File: config.mk
export PLATFORM = sky130hd
export DESIGN_NAME = regfile_mp_flat
export DESIGN_NICKNAME = d
export VERILOG_FILES = /design/src/rtl/regfile_mp_if.sv /design/src/rtl/regfile_mp.sv /design/src/flat_wrapper.sv
export SDC_FILE = /design/constraint.sdc
export NUM_CORES = 2
export LEC_CHECK = 0
export BUFFER_PORTS_ARGS = -buffer_cell sky130_fd_sc_hd__clkbuf_2
export CAP_MARGIN = 30
export CORE_MARGIN = 10
export CORE_UTILIZATION = 39
export CTS_CLUSTER_SIZE = 40
export DETAILED_ROUTE_END_ITERATION = 8
export SLEW_MARGIN = 30
export SYNTH_ARGS = -nofsm -noshare
export SYNTH_HDL_FRONTEND = slang
export SYNTH_SLANG_ARGS = --single-unit
File: constraint.sdc
create_clock -name clk -period 5 [get_ports clk]
set_input_delay 0.75 -clock clk [delete_from_list [all_inputs] [get_ports clk]]
set_output_delay 0.75 -clock clk [all_outputs]
set_load 0.01 [all_outputs]
File: src/rtl/regfile_mp_if.sv
// Bus bundle for regfile_mp: read ports, write ports and the reserve handshake.
// master = decode/writeback side, slave = register file.
interface regfile_mp_if #(
  parameter int XLEN  = 32,
  parameter int NREGS = 32,
  parameter int NRD   = 2,
  parameter int NWR   = 2
);
  localparam int AW = (NREGS > 1) ? $clog2(NREGS) : 1;

  logic [NRD*AW-1:0]   ra;
  logic [NRD*XLEN-1:0] rd;
  logic [NRD-1:0]      rbusy;
  logic [NWR-1:0]      we;
  logic [NWR*AW-1:0]   wa;
  logic [NWR*XLEN-1:0] wd;
  logic                rsv_valid;
  logic [AW-1:0]       rsv_addr;
  logic                rsv_ok;

  modport master (
    output ra, we, wa, wd, rsv_valid, rsv_addr,
    input  rd, rbusy, rsv_ok
  );

  modport slave (
    input  ra, we, wa, wd, rsv_valid, rsv_addr,
    output rd, rbusy, rsv_ok
  );
endinterface

File: src/rtl/regfile_mp.sv
// Multi-port integer register file with per-register busy scoreboard.
// Optional macro REGFILE_BYPASS_EN adds same-cycle write-to-read forwarding.
module regfile_mp #(
  parameter int XLEN  = 32,
  parameter int NREGS = 32,
  parameter int NRD   = 2,
  parameter int NWR   = 2
) (
  input logic          clk,
  input logic          reset,
  regfile_mp_if.slave  bus
);
  localparam int AW = (NREGS > 1) ? $clog2(NREGS) : 1;

  logic [XLEN-1:0]  regs_r [NREGS];
  logic [NREGS-1:0] sb_r;

  logic [AW-1:0]    ra_s   [NRD];
  logic [AW-1:0]    wa_s   [NWR];
  logic [XLEN-1:0]  wd_s   [NWR];
  logic [NREGS-1:0] wen_s;
  logic [XLEN-1:0]  wdat_s [NREGS];
  logic [NREGS-1:0] sb_nxt_s;
  logic [NREGS-1:0] set_s;
  logic             busy_s;
  logic             rsv_ok_s;
  logic [NRD*XLEN-1:0] rd_s;
  logic [NRD-1:0]      rbusy_s;

  // Unpack the flat port buses
  always_comb begin
    for (int i = 0; i < NRD; i++) begin
      ra_s[i] = bus.ra[i*AW +: AW];
    end
    for (int j = 0; j < NWR; j++) begin
      wa_s[j] = bus.wa[j*AW +: AW];
      wd_s[j] = bus.wd[j*XLEN +: XLEN];
    end
  end

  // Resolve write ports per register; later (higher) ports overwrite lower ones
  always_comb begin
    wen_s = '0;
    for (int k = 0; k < NREGS; k++) begin
      wdat_s[k] = '0;
    end
    for (int j = 0; j < NWR; j++) begin
      if (bus.we[j] && (wa_s[j] != '0)) begin
        wen_s[wa_s[j]]  = 1'b1;
        wdat_s[wa_s[j]] = wd_s[j];
      end else begin
        wen_s = wen_s;
      end
    end
  end

  // Reserve acceptance and next scoreboard state (release first, then reserve)
  always_comb begin
`ifdef REGFILE_BYPASS_EN
    busy_s = sb_r[bus.rsv_addr] & ~wen_s[bus.rsv_addr];
`else
    busy_s = sb_r[bus.rsv_addr];
`endif
    rsv_ok_s = reset & bus.rsv_valid & ((bus.rsv_addr == '0) | ~busy_s);
    set_s    = (rsv_ok_s && (bus.rsv_addr != '0))
             ? ({{(NREGS-1){1'b0}}, 1'b1} << bus.rsv_addr) : '0;
    sb_nxt_s = (sb_r & ~wen_s) | set_s;
  end

  // Combinational read ports, forced to zero while reset is held
  always_comb begin
    rd_s    = '0;
    rbusy_s = '0;
    for (int i = 0; i < NRD; i++) begin
      logic [XLEN-1:0] val_v;
      logic            bsy_v;
      val_v = (ra_s[i] == '0) ? '0 : regs_r[ra_s[i]];
      bsy_v = sb_r[ra_s[i]];
`ifdef REGFILE_BYPASS_EN
      for (int j = 0; j < NWR; j++) begin
        val_v = (bus.we[j] && (wa_s[j] == ra_s[i]) && (ra_s[i] != '0)) ? wd_s[j] : val_v;
        bsy_v = (bus.we[j] && (wa_s[j] == ra_s[i]) && (ra_s[i] != '0)) ? 1'b0 : bsy_v;
      end
`endif
      rd_s[i*XLEN +: XLEN] = reset ? val_v : '0;
      rbusy_s[i]           = reset & bsy_v;
    end
  end

  assign bus.rd     = rd_s;
  assign bus.rbusy  = rbusy_s;
  assign bus.rsv_ok = rsv_ok_s;

  // Register array and scoreboard; x0 is never enabled so it stays zero
  always_ff @(posedge clk or negedge reset) begin
    if (!reset) begin
      for (int k = 0; k < NREGS; k++) begin
        regs_r[k] <= '0;
      end
      sb_r <= '0;
    end else begin
      for (int k = 0; k < NREGS; k++) begin
        if (wen_s[k]) begin
          regs_r[k] <= wdat_s[k];
        end else begin
          regs_r[k] <= regs_r[k];
        end
      end
      sb_r <= sb_nxt_s;
    end
  end
endmodule

File: src/flat_wrapper.sv
// flat-port wrapper written by rule: the top's interface ports become plain ports
module regfile_mp_flat 
#(
  parameter int XLEN  = 32,
  parameter int NREGS = 32,
  parameter int NRD   = 2,
  parameter int NWR   = 2
)
  (clk, reset, bus_ra, bus_we, bus_wa, bus_wd, bus_rsv_valid, bus_rsv_addr, bus_rd, bus_rbusy, bus_rsv_ok);
  regfile_mp_if #(.XLEN(XLEN), .NREGS(NREGS), .NRD(NRD), .NWR(NWR)) bus_i ();
  input logic clk;
  input logic reset;
  input wire logic [$bits(bus_i.ra)-1:0] bus_ra;
  input wire logic [$bits(bus_i.we)-1:0] bus_we;
  input wire logic [$bits(bus_i.wa)-1:0] bus_wa;
  input wire logic [$bits(bus_i.wd)-1:0] bus_wd;
  input wire logic [$bits(bus_i.rsv_valid)-1:0] bus_rsv_valid;
  input wire logic [$bits(bus_i.rsv_addr)-1:0] bus_rsv_addr;
  output wire logic [$bits(bus_i.rd)-1:0] bus_rd;
  output wire logic [$bits(bus_i.rbusy)-1:0] bus_rbusy;
  output wire logic [$bits(bus_i.rsv_ok)-1:0] bus_rsv_ok;
  assign bus_i.ra = bus_ra;
  assign bus_i.we = bus_we;
  assign bus_i.wa = bus_wa;
  assign bus_i.wd = bus_wd;
  assign bus_i.rsv_valid = bus_rsv_valid;
  assign bus_i.rsv_addr = bus_rsv_addr;
  assign bus_rd = bus_i.rd;
  assign bus_rbusy = bus_i.rbusy;
  assign bus_rsv_ok = bus_i.rsv_ok;
  regfile_mp #(.XLEN(XLEN), .NREGS(NREGS), .NRD(NRD), .NWR(NWR)) u_core (.clk(clk), .reset(reset), .bus(bus_i));
endmodule
==> results.tsv <==
metric	value	unit
syn_avg_cell_area	11.1	um2
synth_top_area_share	40.4	%
drv_cap	0	
worst_pin_slew	1070	ps
fin_tns_setup	0	ps
first_global_vias	48600	
required	4250	ps
start_util	39.2	%
n_fill_cell	15600	
rr_worst_depth	4	
nets	5686	
cp_max_fo	37	
reg2reg_from	u_core.sb_r[27]	
grt.total_usage	26.2	%
final_common_cell	mux2i_1	
hp-class	register to register	
critPathArrivalTime	3690	ps
vdd_ir_drop_max	0.292	mV
ys_seq_elements	1056	
synth-edff-count	0	
outcome	finished clean	
die_w	430	um
seqCellArea	26400	um2
postRouteAntennaNets	0	
postCtsHoldBufs	1	
port_buffers	160	
drt_iter0_drc	6336	
yosys.area.top_type	dfrtp_1	
final_hold_viol_count	0	
grt_max_degree	168	
layout_common_cells	mux2i_1 (1255), dfrtp_1 (1056), mux4_2 (532)	
start_kind	input port	
ff2ff_setup_slack	3150	ps
via_count	49800	
endpoint	bus_rd[1]	
r2r_end	u_core.sb_r[31]	
post_drt_wl_per_cell	31.5	um
clockRootBuffer	clkbuf_16	
num_rows	150	
synth_area_leaders	dfrtp_1 (40%), mux2i_1 (19%), mux4_2 (18%)	
wirelength	249	mm
dr.pass1.iters	6	
io_pins	161	
cts_made_buffers	114	
dieArea	185000	um2
grt_antenna_before_repair	29	
synth_nets	5997	
fin_skew	12.2	ps
synth_warnings	0	
clk_path_buf_depth	3	
htreeDepth	3	
finalCriticalPeriod	4440	ps
core	167000	um2
vias_per_cell	6.31	
post_cts_buffers	0	
syn_inst	5903	
cts_tree	built	
place_hpwl	143	mm
slew_headroom	28.8	%
drc	0	
crit_type	input port to output pin	
multi_input_area	36400	um2
startpoint	reset	
syn_area	65500	um2
gp_congestion	0.844	
ys.flop_type	dfrtp_1	
clkLatencyLatePin	750	ps
rsz0062_at_grt	false	
timing.final.crit_share	88.9	%
setup-violations-final	0	
final_max_slew_viol_count	0	
path_clk_slew	60	ps
grt_pass1_wl	358	mm
post_cts_resized	0	
power_leakage	30.9	nW
fmax	225	MHz
timing.critical_path.to_type	output pin	
drive_gt1_share	19.3	%
syn2layout_area_growth	9.80	%
die_h	430	um
async_flop_share	100	%
synth_cell_types	48	
yosysSeqAreaShare	40.4	%
globalRouteOverflowTotal	0	
finalPower	0.0282	W
cts_sinks	1056	
p_per_area	393	nW/um2
-- cells in the mapped netlist (2+ instances only) --
cell type and instances:
a2111oi_0 2, a211oi_1 3, a21oi_1 520, a22o_1 7, and3_1 3, and3b_1 7
buf_1 58, buf_2 174, buf_4 46, buf_6 13, clkbuf_1 434, dfrtp_1 1056
mux2_1 5, mux2_2 8, mux2i_1 1255, mux4_2 532, nand2_1 537, nand2b_1 6
nand3_1 7, nand3b_1 16, nor2_1 529, nor2_2 12, nor2_8 4, nor2b_1 4
nor3_1 4, nor3_2 3, nor3b_1 3, nor3b_2 2, o21ai_0 463, o21ai_1 23
o221ai_1 64, o22a_1 64, o2bb2ai_1 13, o31ai_1 3, o32ai_1 4, or3_1 3
or3b_1 5
-- worst min path at each step --
| stage | start | to | slack (ps) | cells past startpoint |
|---|---|---|---|---|
| 5_1_grt | u_core.regs_r[1009] | u_core.regs_r[1009] | 410 | 0 |
| 3_3_place_gp | u_core.regs_r[1021] | u_core.regs_r[1021] | 380 | 0 |
| 4_1_cts | u_core.regs_r[993] | u_core.regs_r[993] | 400 | 0 |
| 3_5_place_dp | u_core.regs_r[993] | u_core.regs_r[993] | 380 | 0 |
| 6_report | u_core.regs_r[1017] | u_core.regs_r[1017] | 400 | 0 |
| 2_1_floorplan | u_core.regs_r[1000] | u_core.regs_r[1000] | 440 | 1 |
-- routing by layer --
layer  part of all wire [%]  global-route usage (%)  routed length [um]  up-vias
li1                       -                       -                   -    21000
met1                     38                    33.7               95600    25200
met2                     46                    41.0              114000     2881
met3                    9.8                    6.27               24400      673
met4                    5.8                    13.5               14500       10
met5                  0.028                       0                  69        -
-- power by group --
part | switching (W) | leakage (nW) | internal (W)
combinational | 0.00315 | 16.1 | 0.00380
sequential | 0.00173 | 12.9 | 0.0107
clock | 0.00379 | 1.86 | 0.00503
-- cells by family (layout without fill, tap and decap cells) --
group / count (synthesis) / after routing / synth area share [%]
buf+inv: 726 / 502 / 4.91
compound gates: 1170 / 1170 / 9.88
mux: 1801 / 1801 / 37.7
other cells: 0 / 9 / 0
simple gates: 1150 / 1150 / 7.12
flops: 1056 / 1056 / 40.4
-- critical path, stage by stage --
cell	delay, ps
dlygate4sd3_1	580
buf_8	320
or4b_2	630
buf_4	420
o22a_1	310
o221ai_1	330
clkbuf_2	280
-- final cells by class --
cell class | instances | area share (%)
Sequential cell | 1056 | 36.8
Timing Repair Buffer | 298 | 3.52
Clock inverter | 36 | 0.569
Multi-Input combinational cell | 4121 | 50.6
Clock buffer | 167 | 4.67
Antenna cell | 9 | 0.0313
Tap cell | 2204 | 3.84
Inverter | 1 | 0.00522
-- registers in the layout, summed over array words and instances (netlist names) --
name           count
u_core.regs_r   1024
u_core.sb_r       32
-- per-stage QoR --
stage          hold WS (ps)  util, %  std cells  setup slack [ps]  cell area [um2]
2_1_floorplan           441        -       5903              1940            65500
3_3_place_gp            377     40.5       7670               967            67700
3_5_place_dp            383     40.7       7674               996            67900
4_1_cts                 396     42.9       7878               607            71700
5_1_grt                 408     43.0       7892               512            71900
6_report                398     43.0       7892               556            71900
No activity file was read; power rests on OpenSTA's default activity.
